**src/rtl/clock_divider_prog.sv**
```systemverilog
// Programmable integer clock divider with glitch-free registered outputs.
// Divisor changes are staged and only take effect on a period boundary,
// so every o_clk period is a complete period of a single divisor.
module clock_divider_prog #(
  parameter int unsigned WIDTH       = 8,
  parameter int unsigned DIV_DEFAULT = 10
) (
  input  logic             i_clk,
  input  logic             i_rst_n,
  input  logic             i_enable,
  input  logic             i_load,
  input  logic [WIDTH-1:0] i_div,
  output logic             o_clk,
  output logic             o_tick,
  output logic [WIDTH-1:0] o_div,
  output logic             o_pending,
  output logic             o_err
);

  localparam int unsigned     HW      = WIDTH + 1;
  localparam logic [WIDTH-1:0] DIV_RST = WIDTH'(DIV_DEFAULT);
  localparam logic [WIDTH-1:0] CNT_RST = WIDTH'(DIV_DEFAULT - 1);
  localparam logic [WIDTH-1:0] DIV_MIN = WIDTH'(2);
  localparam logic [WIDTH-1:0] ONE     = WIDTH'(1);

  logic [WIDTH-1:0] cnt_q,  cnt_d;
  logic [WIDTH-1:0] div_q,  div_d;
  logic [WIDTH-1:0] pend_q, pend_d;
  logic             clk_q,  clk_d;
  logic             tick_q, tick_d;
  logic             pending_q, pending_d;
  logic             err_q,  err_d;

  logic [WIDTH-1:0] cnt_last_c;
  logic [WIDTH-1:0] cnt_next_c;
  logic [HW-1:0]    high_c;
  logic             wrap_c;
  logic             load_ok_c;
  logic             load_bad_c;

  // Period bookkeeping: wrap point, next count and high-time of the active divisor.
  // High-time is computed one bit wider so (div+1) cannot overflow at 2^WIDTH-1.
  always_comb begin
    cnt_last_c = div_q - ONE;
    wrap_c     = i_enable && (cnt_q == cnt_last_c);
    cnt_next_c = wrap_c ? '0 : (cnt_q + ONE);
    high_c     = ({1'b0, div_q} + HW'(1)) >> 1;
    load_ok_c  = i_load && (i_div >= DIV_MIN);
    load_bad_c = i_load && (i_div <  DIV_MIN);
  end

  // Next-state: counting, divisor staging and application at the wrap edge.
  always_comb begin
    cnt_d     = cnt_q;
    clk_d     = clk_q;
    tick_d    = 1'b0;
    div_d     = div_q;
    pend_d    = pend_q;
    pending_d = pending_q;
    err_d     = load_bad_c;

    if (i_enable) begin
      cnt_d  = cnt_next_c;
      clk_d  = ({1'b0, cnt_next_c} < high_c);
      tick_d = wrap_c;
    end

    if (load_ok_c) begin
      if (wrap_c) begin
        // Load landing on the boundary goes straight into the new period.
        div_d     = i_div;
        pend_d    = i_div;
        pending_d = 1'b0;
      end else begin
        pend_d    = i_div;
        pending_d = 1'b1;
      end
    end else if (wrap_c && pending_q) begin
      div_d     = pend_q;
      pending_d = 1'b0;
    end
  end

  // State register; reset discards any staged divisor and the partial period.
  always_ff @(posedge i_clk or negedge i_rst_n) begin
    if (!i_rst_n) begin
      cnt_q     <= CNT_RST;
      clk_q     <= 1'b0;
      tick_q    <= 1'b0;
      div_q     <= DIV_RST;
      pend_q    <= DIV_RST;
      pending_q <= 1'b0;
      err_q     <= 1'b0;
    end else begin
      cnt_q     <= cnt_d;
      clk_q     <= clk_d;
      tick_q    <= tick_d;
      div_q     <= div_d;
      pend_q    <= pend_d;
      pending_q <= pending_d;
      err_q     <= err_d;
    end
  end

  assign o_clk     = clk_q;
  assign o_tick    = tick_q;
  assign o_div     = div_q;
  assign o_pending = pending_q;
  assign o_err     = err_q;

endmodule

```
**config.mk**
```make
export PLATFORM = sky130hd
export DESIGN_NAME = clock_divider_prog
export DESIGN_NICKNAME = d
export VERILOG_FILES = /design/src/rtl/clock_divider_prog.sv
export SDC_FILE = /design/constraint.sdc
export NUM_CORES = 1
export LEC_CHECK = 0
export BUFFER_PORTS_ARGS = -buffer_cell sky130_fd_sc_hd__buf_4
export CORE_MARGIN = 2
export CORE_UTILIZATION = 35
export DETAILED_ROUTE_END_ITERATION = 10
export GPL_TIMING_DRIVEN = 0
export SYNTH_ARGS = -nofsm -noshare
export SYNTH_HDL_FRONTEND = slang
export SYNTH_SLANG_ARGS = --single-unit
```
**constraint.sdc**
```tcl
create_clock -name i_clk -period 6.6 [get_ports i_clk]
set_clock_uncertainty 0.05 [all_clocks]
set_input_delay 0.99 -clock i_clk [delete_from_list [all_inputs] [get_ports i_clk]]
set_output_delay 0.99 -clock i_clk [all_outputs]
set_load 0.02 [all_outputs]
```
# ---- After elaboration in Yosys (flattened, before gate mapping)
# Cells that the tools add are included.
dict set report totals {
  memories 0
  output_inout_bits 12
  word_cells 29
  mem_bits_rw 0
  inputBits 12
  romBits 0
  ff_bits 28
  latch_bits 0
}
dict set report classes {
  reduce_logical 6
  order_cmp 3
  addsub 3
  n_mux 8
  n_eq_ne 2
  n_mul 0
  shift 0
  div_mod_pow 0
  n_bitwise 0
}
# cell n
set ops {}
lappend ops {{$mux 8} 4}
lappend ops {{$add 8x1->9 const B} 1}
lappend ops {{$add 8x1->8 const B} 1}
lappend ops {{$eq 8x8->1} 1}
lappend ops {{$ge 8x2->1 const B} 1}
lappend ops {{$lt 8x2->1 const B} 1}
lappend ops {{$lt 8x8->1} 1}
lappend ops {{$sub 8x1->8 const B} 1}
lappend ops {{$logic_and 1x1->1} 4}
lappend ops {{$mux 1} 4}
lappend ops {{$ne 2x2->1 const B} 1}
lappend ops {{$reduce_and 2->1} 1}
lappend ops {{$reduce_bool 2->1} 1}

# ---- Longest topological paths before layout
dict set report logic_depth {
  depth_word 6
  ltp_mapped 13
  depth_no_buf 13
}

# ---- Worst setup path after synthesis
# Ideal clock, no wire load.
dict set report synth_path {
  kind {register to register}
  start {register div_q[1], in the netlist o_div[1]}
  end {register clk_q, in the netlist o_clk}
  stages_incl_launch_ff 14
  n_path_buf 1
  period_less_slack_ns 3.460
  setup_time_ns 0.126
  t_arrival_ns 3.284
  setup_slack_ns 3.140
  required_ns 6.424
  cell_sequence {dfstp_2 -> inv_1 -> ha_1 -> or3_1 -> a31oi_1 -> or4b_4 -> or2_1 -> buf_2 -> and2_1 -> ha_1 -> nand2_1 -> a211oi_1 -> nor4_1 -> a221o_1}
}
dict set report synth_between {
  elab_chain_cells 5
  word_cells_on_any_way 6
  classes_between {add/sub (2); order compare (1); eq/ne (1); mux (1); reduce/logical (1)}
}
# item line_no
set synth_lines {}
lappend synth_lines {{from (decl)} 27} ;# logic [WIDTH-1:0] div_q, div_d;
lappend synth_lines {{from (signal assigned)} 98} ;# div_q <= div_d;
lappend synth_lines {{$sub 8x1->8} 44} ;# cnt_last_c = div_q - ONE;
lappend synth_lines {{$eq 8x8->1} 45} ;# wrap_c = i_enable && (cnt_q == cnt_last_c);
lappend synth_lines {{$logic_and 1x1->1} 45}
lappend synth_lines {{$mux 8} 46} ;# cnt_next_c = wrap_c ? '0 : (cnt_q + ONE);
lappend synth_lines {{via cnt_next_c[1]} 35} ;# logic [WIDTH-1:0] cnt_next_c;
lappend synth_lines {{$lt 8x8->1} 64} ;# clk_d = ({1'b0, cnt_next_c} < high_c);
lappend synth_lines {{to (signal assigned)} 96} ;# clk_q <= clk_d;
lappend synth_lines {{to (decl)} 29} ;# logic clk_q, clk_d;
# The timed path passes the listed nets, and every way through them passes these cells.
# A chain may end at the register's enable or synchronous reset.

# ---- Final worst setup path
# Same ends and word-level chain as after synthesis.

==> summary.txt <==
Run status
  – Run status: complete, no violations

Power and ir drop
  – Pwr/cell area: 211 nW/um^2
  – IR Drop Worst-Case VDD: 0.107 mV
  – Leakage power total: 0.000967 uW
  – Total chip power: 464 uW

CTS
  – Post-CTS Setup Repair Bufs: 0
  – Clock root buffer: clkbuf_8
  – Hold buffer count at CTS: 0
  – Resize count post-CTS: 0
  – Number of sinks driven by the clock tree: 28
  – Clock-pin slew on the worst setup and hold paths: 110 ps
  – Clock latency on the worst-skew pair: 280 ps
  – Number of buffers created by CTS: 3
  – Count of H-tree levels built during CTS: 1
  – CTS tree: done
  – Maximum clock insertion buffer count: 2

Worst setup path
  – Maximum single-stage delay on the critical path: 610 ps
  – Worst setup path category: register to register
  – Top cell family by delay on the critical path: simple AND/OR/NAND/NOR gates
  – Startpoint class of the critical path: register
  – Endpoint arrival time on the critical path: 3840 ps
  – Number of buffer and inverter instances along the worst setup path: 2
  – Endpoint kind of the worst setup timing path: register
  – Worst-path maximum fanout: 10
  – CP cell instances: inv_1 -> ha_1 -> or3_1 -> a31oi_1 -> or4b_4 -> or2_1 -> buf_2 -> and2_1 -> ha_1 -> nand2_1 -> a211oi_1 -> nor4_1 -> a221o_1
  – Worst-path cell with the longest stage delay: dfstp_2
  – Required time worst endpoint: 6730 ps
  – Critical Path Most Common Cell: ha_1

Timing
  – Worst relative slew slack: 58.3%
  – Count of endpoints failing hold in the final timing report: 0
  – Slew @ Worst Pin: 621 ps
  – Total count of max-transition violations in the final report: 0
  – Final period utilization: 56.3%
  – Number of setup violations in the final report: 0
  – Unrepaired setup endpoints after global routing: false
  – Highest clock frequency the design can meet: 269 MHz
  – Minimum clock period: 3710 ps
  – Aggregate negative setup slack: 0 ps

Routing
  – Number of DRC markers after the initial detailed-route iteration: 49
  – Routed wire per std cell: 14.2 um
  – DRC violation count after routing: 0
  – Via density per instance: 5.28
  – Post-DRT Antenna Nets: 0
  – Via count of the routed design: 1553
  – First-pass iteration count of the detailed router: 4
  – Routed Wire Length: 4.19 mm

Synthesis
  – Area of the mapped netlist: 1870 um^2
  – Syn_nets: 220
  – Synth warnings: 0
  – Average size of a mapped cell: 9.47 um^2
  – Number of distinct library cells after synthesis: 43
  – Post-synthesis cell count: 198
  – Sequential area share after synthesis: 37.8%
  – Register bit count reported by yosys: 28

Global route
  – Number of antenna violations at the first check in global routing: 0
  – Global-route wire length before repair: 7.33 mm
  – Overflow left after global routing: 0
  – Via count of the first global-routing pass: 1497
  – All-Layer GR Usage: 14.9%
  – Maximum number of pins on one net before global-route repair: 29

Placed design
  – Port Buffers: 22
  – Final Wtd Congestion: 0.787
  – DPL Wire Length: 3.10 mm

Floorplan
  – Initial Util: 36.5%
  – I/O Pins: 24
  – Die footprint: 5960 um^2
  – Floorplan core area: 5140 um^2
  – Core Rows: 26
  – X dimension of the die: 77.2 um
  – Vertical die dimension: 77.2 um

Layout
  – Multi-input logic area: 1080 um^2
  – Most frequent cells in the layout: 22 x dfrtp_1, 22 x buf_4, 14 x nor2_1
  – Ratio of cells with drive above 1 in the final layout: 19.2%
  – Area occupied by registers: 708 um^2
  – Antenna Diode Count: 0
  – Count of filler cells inserted in the layout: 542
  – P&R area growth vs syn: 17.3%
  – Layout Nets: 247
  – Post-layout utilization of the core: 42.8%

Min path
  – Hold WC Path Type: register to register

Flow run
  – Max-capacitance violation count: 0
synthesized netlist by cell type (all sizes together):
library cell	instances	share of area [%]
xor2	9	4.2
a22oi	7	2.8
ha	10	6.7
and2	3	1.0
o311a	1	0.53
nor3	10	2.7
nand4	3	1.0
o2bb2ai	10	5.3
nor4	5	1.7
a21oi	4	1.1
o21a	1	0.40
mux2	1	0.60
a32oi	1	0.47
or3b	1	0.47
clkbuf	9	1.8
mux2i	2	1.1
o21ai	7	1.9
inv	4	0.80
and3	9	3.0
a211oi	1	0.40
a21o	1	0.40
dfrtp	22	29
dfstp	6	8.4
or2	2	0.67
a22o	7	3.3
nor2b	3	1.0
or4b	1	0.73
nand3	8	2.1
a221o	1	0.53
nand2b	2	0.67
nand2	7	1.4
buf	6	2.2
xnor2	12	5.6
or3	3	1.0
a31oi	2	0.67
and3b	1	0.47
a2bb2oi	1	0.47
nor2	15	3.1
kinds of logic after synthesis:
family                     after synthesis  synth area share, %
muxes                                    3                 1.67
and+or+nand+nor                         73                 21.0
adders and majority gates               10                 6.68
DFF                                     28                 37.8
AOI/OAI and AO/OA                       44                 18.2
buffers and inverters                   19                 4.81
xor gates and xnor gates                21                 9.81
stage by stage:
stage | area (um^2) | worst slack, ps | hold slack, ps | instances
2_1_floorplan | 1870 | 3140 | 414 | 198
6_report | 2200 | 2890 | 461 | 294
4_1_cts | 2200 | 2880 | 462 | 294
3_5_place_dp | 2130 | 2890 | 430 | 290
5_1_grt | 2200 | 2670 | 478 | 294
3_3_place_gp | 2130 | 2910 | 431 | 290
report_power, final:
group | switching (uW) | leakage [uW] | internal [uW] | total (uW)
sequential | 8.94 | 0.000347 | 189 | 198
clock | 60.4 | 0.0000357 | 81.3 | 142
combinational | 67.0 | 0.000583 | 57.3 | 124
total | 136 | 0.000967 | 328 | 464
routing by layer:
metal	track usage [%]	part of all wire [%]
met4	1.07	0.31
met5	0	0
met2	24.5	47
met3	2.94	3.5
met1	21.2	49
path summary, 6_finish.rpt:
path	start	end	slack, ps	cells past startpoint
setup / recovery	o_div[1]	o_clk	2890	13
hold / removal	pend_q[4]	pend_q[4]	460	1
setup reg to reg	o_div[1]	o_clk	2890	13
hold reg to reg	pend_q[4]	pend_q[4]	460	1
max in group asynchronous	i_rst_n	o_div[3]	5630	1
min in group asynchronous	i_rst_n	cnt_q[2]	550	1
worst reg2reg max path, stage by stage, from the launching register on:
cell      delay, ps
dfstp_2         610
inv_1            60
ha_1            240
or3_1           390
a31oi_1         210
or4b_4          520
or2_1           220
buf_2           190
and2_1          180
ha_1            260
nand2_1          50
a211oi_1        280
nor4_1           70
a221o_1         260
flip-flops by register name (all words and copies together) (netlist names):
name,count
o_div,8
o_err,1
o_pending,1
cnt_q,8
pend_q,8
o_tick,1
o_clk,1
cell type report:
class,instances,share of cell area (%)
Buffer,15,3.41
Clock inverter,1,1.37
Clock buffer,3,1.88
Sequential cell,28,32.2
Multi-Input combinational cell,151,48.9
Tap cell,70,3.98
Inverter,4,0.683
Timing Repair Buffer,22,7.51
Note: power is estimated with default switching activity, not from simulation.
